### config.mk
export PLATFORM = sky130hd
export DESIGN_NAME = cmp_serial_flat
export DESIGN_NICKNAME = d
export VERILOG_FILES = /design/src/rtl/cmp_pkg.sv /design/src/rtl/cmp_serial_if.sv /design/src/rtl/cmp_digit.sv /design/src/rtl/cmp_serial.sv /design/src/flat_wrapper.sv
export SDC_FILE = /design/constraint.sdc
export NUM_CORES = 1
export LEC_CHECK = 0
export BUFFER_PORTS_ARGS = -buffer_cell sky130_fd_sc_hd__buf_2
export CAP_MARGIN = 40
export CELL_PAD_IN_SITES_DETAIL_PLACEMENT = 1
export CELL_PAD_IN_SITES_GLOBAL_PLACEMENT = 1
export CORE_UTILIZATION = 41
export DETAILED_ROUTE_END_ITERATION = 12
export PLACE_DENSITY = 0.78
export SETUP_SLACK_MARGIN = 0.5
export SLEW_MARGIN = 20
export SYNTH_ARGS = -nofsm -noshare
export SYNTH_HDL_FRONTEND = slang
export SYNTH_SLANG_ARGS = --single-unit
export TNS_END_PERCENT = 30
### constraint.sdc
create_clock -name clk -period 3.6 [get_ports clk]
set_input_delay 0.54 -clock clk [delete_from_list [all_inputs] [get_ports clk]]
set_output_delay 0.54 -clock clk [all_outputs]
set_load 0.02 [all_outputs]
### src/rtl/cmp_pkg.sv
// Shared types and sizing helpers for the serial magnitude comparator.
package cmp_pkg;

    typedef enum logic [1:0] {
        CMP_IDLE = 2'd0,
        CMP_RUN  = 2'd1,
        CMP_DONE = 2'd2
    } cmp_state_e;

    typedef enum logic [1:0] {
        CMP_EQ = 2'b00,
        CMP_GT = 2'b01,
        CMP_LT = 2'b10
    } cmp_code_e;

    function automatic int cmp_ndig(input int width, input int digit);
        return width / digit;
    endfunction

    // Width of the digits-examined counter, which must hold the value NDIG.
    function automatic int cmp_cnt_w(input int width, input int digit);
        return $clog2(width / digit + 1);
    endfunction

endpackage

### src/rtl/cmp_serial_if.sv
// Operand/result handshake bundle for cmp_serial.
interface cmp_serial_if
    import cmp_pkg::*;
#(
    parameter int WIDTH = 16,
    parameter int DIGIT = 4
);
    localparam int CNT_W = cmp_cnt_w(WIDTH, DIGIT);

    logic             in_valid;
    logic             in_ready;
    logic [WIDTH-1:0] a;
    logic [WIDTH-1:0] b;
    logic             is_signed;
    logic             out_valid;
    logic             out_ready;
    logic             gt;
    logic             eq;
    logic             lt;
    logic             ne;
    logic             le;
    logic             ge;
    logic [CNT_W-1:0] cycles;

    modport slave (
        input  in_valid, a, b, is_signed, out_ready,
        output in_ready, out_valid, gt, eq, lt, ne, le, ge, cycles
    );

    modport master (
        output in_valid, a, b, is_signed, out_ready,
        input  in_ready, out_valid, gt, eq, lt, ne, le, ge, cycles
    );

endinterface

### src/rtl/cmp_digit.sv
// Combinational unsigned compare of one DIGIT-bit slice, returning a result code.
module cmp_digit
    import cmp_pkg::*;
#(
    parameter int DIGIT = 4
) (
    input  logic [DIGIT-1:0] a,
    input  logic [DIGIT-1:0] b,
    output cmp_code_e        code
);

    always_comb begin
        code = CMP_EQ;
        if (a > b) begin
            code = CMP_GT;
        end else if (a < b) begin
            code = CMP_LT;
        end
    end

endmodule

### src/rtl/cmp_serial.sv
// Digit-serial magnitude comparator, MSB digit first with early exit on the
// first differing digit; signed mode is handled by flipping operand MSBs.
module cmp_serial
    import cmp_pkg::*;
#(
    parameter int WIDTH = 16,
    parameter int DIGIT = 4
) (
    input  logic        clk,
    input  logic        rst_n,
    cmp_serial_if.slave bus
);

    localparam int NDIG  = cmp_ndig(WIDTH, DIGIT);
    localparam int CNT_W = cmp_cnt_w(WIDTH, DIGIT);
    localparam int IDX_W = (NDIG > 1) ? $clog2(NDIG) : 1;
    localparam logic [IDX_W-1:0] IDX_TOP = IDX_W'(NDIG - 1);

    cmp_state_e       state_reg, state_next;
    logic [IDX_W-1:0] idx_reg, idx_next;
    logic [WIDTH-1:0] a_reg, a_next;
    logic [WIDTH-1:0] b_reg, b_next;
    logic             gt_reg, gt_next;
    logic             eq_reg, eq_next;
    logic             lt_reg, lt_next;
    logic             ne_reg, ne_next;
    logic             le_reg, le_next;
    logic             ge_reg, ge_next;
    logic [CNT_W-1:0] cycles_reg, cycles_next;

    logic [DIGIT-1:0] a_dig [NDIG];
    logic [DIGIT-1:0] b_dig [NDIG];
    cmp_code_e        dig_code;

    generate
        for (genvar gi = 0; gi < NDIG; gi++) begin : g_dig
            assign a_dig[gi] = a_reg[gi*DIGIT +: DIGIT];
            assign b_dig[gi] = b_reg[gi*DIGIT +: DIGIT];
        end
    endgenerate

    cmp_digit #(
        .DIGIT(DIGIT)
    ) u_digit (
        .a    (a_dig[idx_reg]),
        .b    (b_dig[idx_reg]),
        .code (dig_code)
    );

    always_comb begin
        state_next  = state_reg;
        idx_next    = idx_reg;
        a_next      = a_reg;
        b_next      = b_reg;
        gt_next     = gt_reg;
        eq_next     = eq_reg;
        lt_next     = lt_reg;
        cycles_next = cycles_reg;

        case (state_reg)
            CMP_IDLE: begin
                if (bus.in_valid) begin
                    a_next   = bus.a;
                    b_next   = bus.b;
                    // Offset-binary view: unsigned order of the flipped values is the signed order.
                    if (bus.is_signed) begin
                        a_next[WIDTH-1] = ~bus.a[WIDTH-1];
                        b_next[WIDTH-1] = ~bus.b[WIDTH-1];
                    end
                    idx_next   = IDX_TOP;
                    state_next = CMP_RUN;
                end
            end
            CMP_RUN: begin
                if (dig_code != CMP_EQ) begin
                    gt_next     = (dig_code == CMP_GT);
                    lt_next     = (dig_code == CMP_LT);
                    eq_next     = 1'b0;
                    cycles_next = CNT_W'(NDIG - int'(idx_reg));
                    state_next  = CMP_DONE;
                end else if (idx_reg == '0) begin
                    eq_next     = 1'b1;
                    cycles_next = CNT_W'(NDIG);
                    state_next  = CMP_DONE;
                end else begin
                    idx_next = idx_reg - 1'b1;
                end
            end
            CMP_DONE: begin
                if (bus.out_ready) begin
                    gt_next     = 1'b0;
                    eq_next     = 1'b0;
                    lt_next     = 1'b0;
                    cycles_next = '0;
                    state_next  = CMP_IDLE;
                end
            end
            default: begin
                state_next = CMP_IDLE;
            end
        endcase

        ne_next = gt_next | lt_next;
        le_next = eq_next | lt_next;
        ge_next = gt_next | eq_next;
    end

    always_ff @(posedge clk or negedge rst_n) begin
        if (!rst_n) begin
            state_reg  <= CMP_IDLE;
            idx_reg    <= '0;
            a_reg      <= '0;
            b_reg      <= '0;
            gt_reg     <= 1'b0;
            eq_reg     <= 1'b0;
            lt_reg     <= 1'b0;
            ne_reg     <= 1'b0;
            le_reg     <= 1'b0;
            ge_reg     <= 1'b0;
            cycles_reg <= '0;
        end else begin
            state_reg  <= state_next;
            idx_reg    <= idx_next;
            a_reg      <= a_next;
            b_reg      <= b_next;
            gt_reg     <= gt_next;
            eq_reg     <= eq_next;
            lt_reg     <= lt_next;
            ne_reg     <= ne_next;
            le_reg     <= le_next;
            ge_reg     <= ge_next;
            cycles_reg <= cycles_next;
        end
    end

    assign bus.in_ready  = (state_reg == CMP_IDLE);
    assign bus.out_valid = (state_reg == CMP_DONE);
    assign bus.gt        = gt_reg;
    assign bus.eq        = eq_reg;
    assign bus.lt        = lt_reg;
    assign bus.ne        = ne_reg;
    assign bus.le        = le_reg;
    assign bus.ge        = ge_reg;
    assign bus.cycles    = cycles_reg;

endmodule

### src/flat_wrapper.sv
// flat-port wrapper written by rule: the top's interface ports become plain ports
module cmp_serial_flat import cmp_pkg::*;
#(
    parameter int WIDTH = 16,
    parameter int DIGIT = 4
)
  (clk, rst_n, bus_in_valid, bus_a, bus_b, bus_is_signed, bus_out_ready, bus_in_ready, bus_out_valid, bus_gt, bus_eq, bus_lt, bus_ne, bus_le, bus_ge, bus_cycles);
  cmp_serial_if #(.WIDTH(WIDTH), .DIGIT(DIGIT)) bus_i ();
  input  logic clk;
  input  logic rst_n;
  input wire logic [$bits(bus_i.in_valid)-1:0] bus_in_valid;
  input wire logic [$bits(bus_i.a)-1:0] bus_a;
  input wire logic [$bits(bus_i.b)-1:0] bus_b;
  input wire logic [$bits(bus_i.is_signed)-1:0] bus_is_signed;
  input wire logic [$bits(bus_i.out_ready)-1:0] bus_out_ready;
  output wire logic [$bits(bus_i.in_ready)-1:0] bus_in_ready;
  output wire logic [$bits(bus_i.out_valid)-1:0] bus_out_valid;
  output wire logic [$bits(bus_i.gt)-1:0] bus_gt;
  output wire logic [$bits(bus_i.eq)-1:0] bus_eq;
  output wire logic [$bits(bus_i.lt)-1:0] bus_lt;
  output wire logic [$bits(bus_i.ne)-1:0] bus_ne;
  output wire logic [$bits(bus_i.le)-1:0] bus_le;
  output wire logic [$bits(bus_i.ge)-1:0] bus_ge;
  output wire logic [$bits(bus_i.cycles)-1:0] bus_cycles;
  assign bus_i.in_valid = bus_in_valid;
  assign bus_i.a = bus_a;
  assign bus_i.b = bus_b;
  assign bus_i.is_signed = bus_is_signed;
  assign bus_i.out_ready = bus_out_ready;
  assign bus_in_ready = bus_i.in_ready;
  assign bus_out_valid = bus_i.out_valid;
  assign bus_gt = bus_i.gt;
  assign bus_eq = bus_i.eq;
  assign bus_lt = bus_i.lt;
  assign bus_ne = bus_i.ne;
  assign bus_le = bus_i.le;
  assign bus_ge = bus_i.ge;
  assign bus_cycles = bus_i.cycles;
  cmp_serial #(.WIDTH(WIDTH), .DIGIT(DIGIT)) u_core (.clk(clk), .rst_n(rst_n), .bus(bus_i));
endmodule
; ---- Word level (Yosys, flattened, before mapping)
; Index checks and enable logic that the tools add are counted.
; W data, S select, Z words.
[classes]
n_mux = 33
add_sub_neg = 2
magnitude_cmp = 3
reduce_logical = 9
bitwise_logic = 6
eq_ne = 9
[op_table]
columns = operator, count
row1 = $mux W2, 9
row2 = $bmux W4 S2, 2
row3 = $mux W4, 4
row4 = $mux W1, 9
row5 = $mux W3, 3
row6 = $ne A2 B2 Y1 const B, 4
row7 = $pmux W1 S2, 3
row8 = $pmux W2 S3, 1
row9 = $pmux W3 S2, 1
row10 = $reduce_and A3 Y1, 2
row11 = $reduce_bool A2 Y1, 3
row12 = $eq A2 B1 Y1 const B, 2
row13 = $eq A2 B2 Y1 const B, 2
row14 = $gt A4 B4 Y1, 1
row15 = $logic_not A2 Y1, 2
row16 = $lt A4 B4 Y1, 1
row17 = $pmux W2 S2, 1
row18 = $reduce_and A4 Y1, 1
row19 = $ge A3 B3 Y1 const B, 1
row20 = $ne A3 B1 Y1 const B, 1
row21 = $not A2 Y3, 1
row22 = $or A1 B1 Y1, 3
row23 = $sub A3 B2 Y3 const A, 1
row24 = $not A1 Y1, 2
row25 = 2 further kinds, 2
[totals]
register_bits = 45
in_bits = 37
out_inout_bits = 11
wordCells = 73

; ---- Depth between registers and ports, before layout
[depth]
depth_word = 11
ltp_mapped = 9
ltp_nobuf = 8

; ---- Cells and area by module
; Synthesis repeated with hierarchy kept, for this count alone.
[unflattened]
hier_cells = 168
hier_area_um2 = 2229.6
[modules_own_cells]
columns = mod, seq_area_each_um2, area_per_inst_um2, cells_per_inst, instances
row1 = cmp_serial, 1126.1, 2115.8, 153, 1
row2 = cmp_digit, 0.0, 113.9, 15, 1

; ---- Least setup slack after synthesis
; No wires, ideal clock.
[synth_path]
kind = flip-flop to flip-flop
startpoint = register u_core.idx_reg[0]
endpoint = register u_core.cycles_reg[0], in the netlist u_core.bus.cycles[0]
synth_period_minus_slack_ns = 2.615
arrival_time_ns = 2.494
setup_slack_ns = 0.985
n_path_buf = 1
t_required_ns = 3.479
stages_incl_launch_ff = 9
setup_ns = 0.121
cell_sequence = dfrtp_1 buf_2 mux4_2 ha_1 a21oi_2 a311oi_2 and2_4 or2_4 a22o_1
[synth_via]
elab_chain_cells = 10
word_cells_on_any_way = 18
cone_classes = add/sub (1) / order compare (2) / eq/ne (1) / mux (10) / bitwise (1) / reduce/logical (3)
[synth_lines]
columns = item, line_no
row1 = start: declaration, cmp_serial.sv:20  ; logic [IDX_W-1:0] idx_reg, idx_next;
row2 = start signal: assignment, cmp_serial.sv:123  ; idx_reg <= idx_next;
row3 = $not A2 Y3 (implied by the code), "cmp_serial.sv:45, cmp_serial.sv:46"
row4 = $bmux W4 S2 (on tied branches), "cmp_serial.sv:45, cmp_serial.sv:46"
row5 = $mux W4 (on tied branches) (2 in series), "cmp_serial.sv:45, cmp_serial.sv:46"
row6 = $lt A4 B4 Y1, cmp_digit.sv:16  ; end else if (a < b) begin
row7 = $mux W2, cmp_digit.sv:16
row8 = $mux W2, cmp_digit.sv:14  ; if (a > b) begin
row9 = $reduce_bool A2 Y1, cmp_serial.sv:75  ; if (dig_code != CMP_EQ) begin
row10 = $ne A3 B1 Y1 (no line) or $mux W3 (tied branches), n/a
row11 = $reduce_and A3 Y1 (no line) or $pmux W3 S2 (tied branches), n/a
row12 = end signal: assignment, cmp_serial.sv:132  ; cycles_reg <= cycles_next;
row13 = end: declaration, cmp_serial.sv:29  ; logic [CNT_W-1:0] cycles_reg, cycles_next;
; Several ways; a longest one is shown, not always the timed one. The select of a mux whose other input is x is not followed.
; A chain may end at the register's enable or synchronous reset.

; ---- Worst setup path in the final report
[layout_path]
startpoint = register u_core.idx_reg[0]
endpoint = register u_core.idx_reg[0]
[layout_via]
elab_chain_cells = 10
word_cells_on_any_way = 20
cone_classes = add/sub (1) / order compare (2) / eq/ne (2) / mux (11) / bitwise (1) / reduce/logical (3)
[layout_lines]
columns = item, line_no
row1 = $not A2 Y3 (implied by the code), "cmp_serial.sv:45, cmp_serial.sv:46"
row2 = $bmux W4 S2 (on tied branches), "cmp_serial.sv:45, cmp_serial.sv:46"
row3 = $mux W4 (on tied branches) (2 in series), "cmp_serial.sv:45, cmp_serial.sv:46"
row4 = $lt A4 B4 Y1, cmp_digit.sv:16
row5 = $mux W2, cmp_digit.sv:16
row6 = $mux W2, cmp_digit.sv:14
row7 = $reduce_bool A2 Y1, cmp_serial.sv:75
row8 = $ne A2 B2 Y1 (no line), n/a
row9 = $reduce_and A4 Y1 (no line), n/a
; Several ways; a longest one is shown, not always the timed one. The select of a mux whose other input is x is not followed.

==> results.toml <==
[run_status]
outcome = "finished, final reports clean"

[finish]
seqCellArea_sq_um = 1130
multiInputGateArea_sq_um = 971
antennaDiodeCount = 0
syn2layout_area_growth_pct = 19.3
drive_gt1_share_pct = 47.0
design_area_sq_um = 2580
fill_cells = 569
nets = 263
final_cells = 289

[worst_setup_path]
critPathLaunch = "u_core.idx_reg[0]"
endpoint_kind = "register"
cp_top_family = "flip-flops"
arrival_ns = 2.97
crit_type = "reg -> reg"
crit_fanout = 10
crit_buf_inv = 1
crit_path_start_kind = "register"
crit_required_ns = 3.78
max_stage_delay_ns = 0.66
path_cells = "buf_4, mux4_2, ha_1, nand4_2, a311oi_2, and2_4, and3_2, nor3_2"
r2r_start = "u_core.idx_reg[0]"
crit_path_top_delay_cell = "dfrtp_1"

[synth]
synthCells = 166
ys_seq_area_share_pct = 52.0
synth_cell_types = 28
synth-warning-count = 0
synth.top_cell.area_share_pct = 52.0
mappedNetlistArea_sq_um = 2170
synth_top_cell_by_area = "dfrtp_1"
avgSynthCellArea_sq_um = 13.0
synth_flop_cell = "dfrtp_1"
async_reset_ff_share_pct = 100
synth_area_leaders = "dfrtp_1 52%, mux2_2 16%, mux4_2 8.3%, ha_1 4.6%, inv_1 2.1%"
synth_most_common_cell = "dfrtp_1"
synth_nets = 211
synth_edf_count = 0
synthTopCellsByCount = "45 x dfrtp_1, 30 x mux2_2, 12 x inv_1, 9 x nand2_1, 9 x nor2_1"
synth_seq_cells = 45

[sta]
fin_setup_tns_ns = 0
fmax_mhz = 358
setup_viol = 0
skew_ns = 0.00467
hold_viol = 0
rsz0062_at_grt = "no"
fin_crit_ns = 2.79
finalCritPeriodShare_pct = 77.6
max_slew.worst_pin.slew_ns = 0.500
relSlewSlack_pct = 66.7
drv_slew = 0

[placement]
post_dp_cell_area_sq_um = 2500
place_hpwl_mm = 3.45
placed_cells = 281
portBuffers = 47
gp_congestion = 0.759

[hold_path]
min_path_type = "in -> async"

[cts]
cts_tree = "yes"
cts_buffers = 5
ctsLongestPathBuffers = 2
clk_pin_slew_ns = 0.08
cts_resized = 0
cts_hold_buf = 0
cts_sinks = 45
clkLatencyLatePin_ns = 0.30
cts_root_buf = "clkbuf_8"
post_cts_buffers = 0
h-tree-depth = 2

[route]
drt-initial-drc-count = 35
wl_per_cell_um = 15.2
route.detailed.drc = 0
vias = 1448
drtPass1Iterations = 4
via_per_inst = 5.01
ant_nets = 0
routed_wirelength_mm = 4.38

[power_and_ir_drop]
finalPower_mw = 2.13
peakVddDrop_v = 0.000309
total_leakage_power_nw = 1.25
power.density_nw_per_um2 = 825

[job]
cap_violations = 0

[global_route]
antenna_found_initial = 0
grt_pass1_wl_mm = 7.62
grt_overflow_total = 0
grt_max_degree = 35
grt_util_all_layers_pct = 18.4
grt_pass1_vias = 1624

[floorplanning]
num_rows = 26
core-area_sq_um = 5110
start_util_pct = 42.4
die_area_sq_um = 5580
die_h_um = 74.7
die_x_um = 74.7
num_io_pins = 48
metal layers:
layer  share of wire (%)  global-route usage [%]  up-vias
met1                  45                    23.6      709
met2                  49                    31.3       40
met4                 1.2                    5.87        0
met5                   0                       0        -
li1                    -                       -      693
met3                 4.0                    3.88        6
through the flow:
step	util [%]	hold WS [ns]	worst slack, ns
finish	50.6	0.149	0.806
detailed placement	48.9	0.467	0.771
CTS	50.6	0.152	0.753
global route	50.6	0.168	0.545
global placement	48.6	0.459	0.839
floorplan	-	0.244	0.985
cell usage in the layout, fill, tap and decap left out:
cell type   Yosys  final
inv_1          12     12
and2_4          1      1
mux2_2         30     30
a21oi_1         6      6
nand2_1         9      9
nor3_1          1      1
nor2_1          9      9
nand4_2         1      1
xnor2_1         2      2
clkinvlp_4      0      1
a31oi_1         2      2
dfrtp_1        45     45
o21a_1          2      2
nand2b_1        4      4
and3_2          2      2
clkbuf_1        1      2
o21ai_0         7      7
a21oi_2         1      1
a311oi_2        1      1
o2bb2ai_1       1      1
nand3b_1        1      1
or2_4           1      1
nor3_2          2      2
buf_2           4     47
ha_1            8      8
buf_12          0      1
mux4_2          8      8
buf_4           0      2
a211oi_1        2      2
a22o_1          2      2
clkbuf_8        0      5
a21o_1          1      1
layout make-up:
type                       count  share of cell area, %
clock buffer                   7                   2.95
clock inverter                 1                  0.291
sequential                    45                   43.6
multi-input combinational    104                   37.6
tap                           70                   3.39
timing repair buffer          50                   10.5
inverter                      12                   1.74
cells by family (layout without fill, tap and decap cells):
logic type / after synthesis / count (layout) / synth area share (%)
AOI/OAI and AO/OA: 25 / 25 / 7.63
xor gates and xnor gates: 2 / 2 / 0.809
adders and majority gates: 8 / 8 / 4.62
buffers and inverters: 17 / 70 / 3.18
DFF: 45 / 45 / 52.0
muxes: 38 / 38 / 23.9
and+or+nand+nor: 31 / 31 / 7.86
power by group:
part / internal, mW / switching, mW
clock network: 0.138 / 0.170
registers: 0.729 / 0.119
logic: 0.488 / 0.487
total: 1.35 / 0.776
path summary, 6_finish.rpt:
kind | end | slack, ns | cells after the start
worst max-delay path | u_core.idx_reg[0] | 0.81 | 8
worst min-delay path | u_core.bus.ne | 0.15 | 1
worst max register to register | u_core.idx_reg[0] | 0.81 | 8
worst min register to register | u_core.a_reg[15] | 0.48 | 2
max in group asynchronous | u_core.idx_reg[0] | 2.97 | 2
min in group clk | u_core.b_reg[9] | 0.47 | 2
worst reg2reg max path, delay by kind of cell (launching register included):
| kind | cells | cell delay, ns |
|---|---|---|
| flops | 1 | 0.66 |
| mux | 1 | 0.50 |
| buf+inv | 1 | 0.24 |
| simple gates | 4 | 0.60 |
| compound gates | 1 | 0.32 |
| fa+ha+maj | 1 | 0.35 |
(Power assumes the default switching activity.)
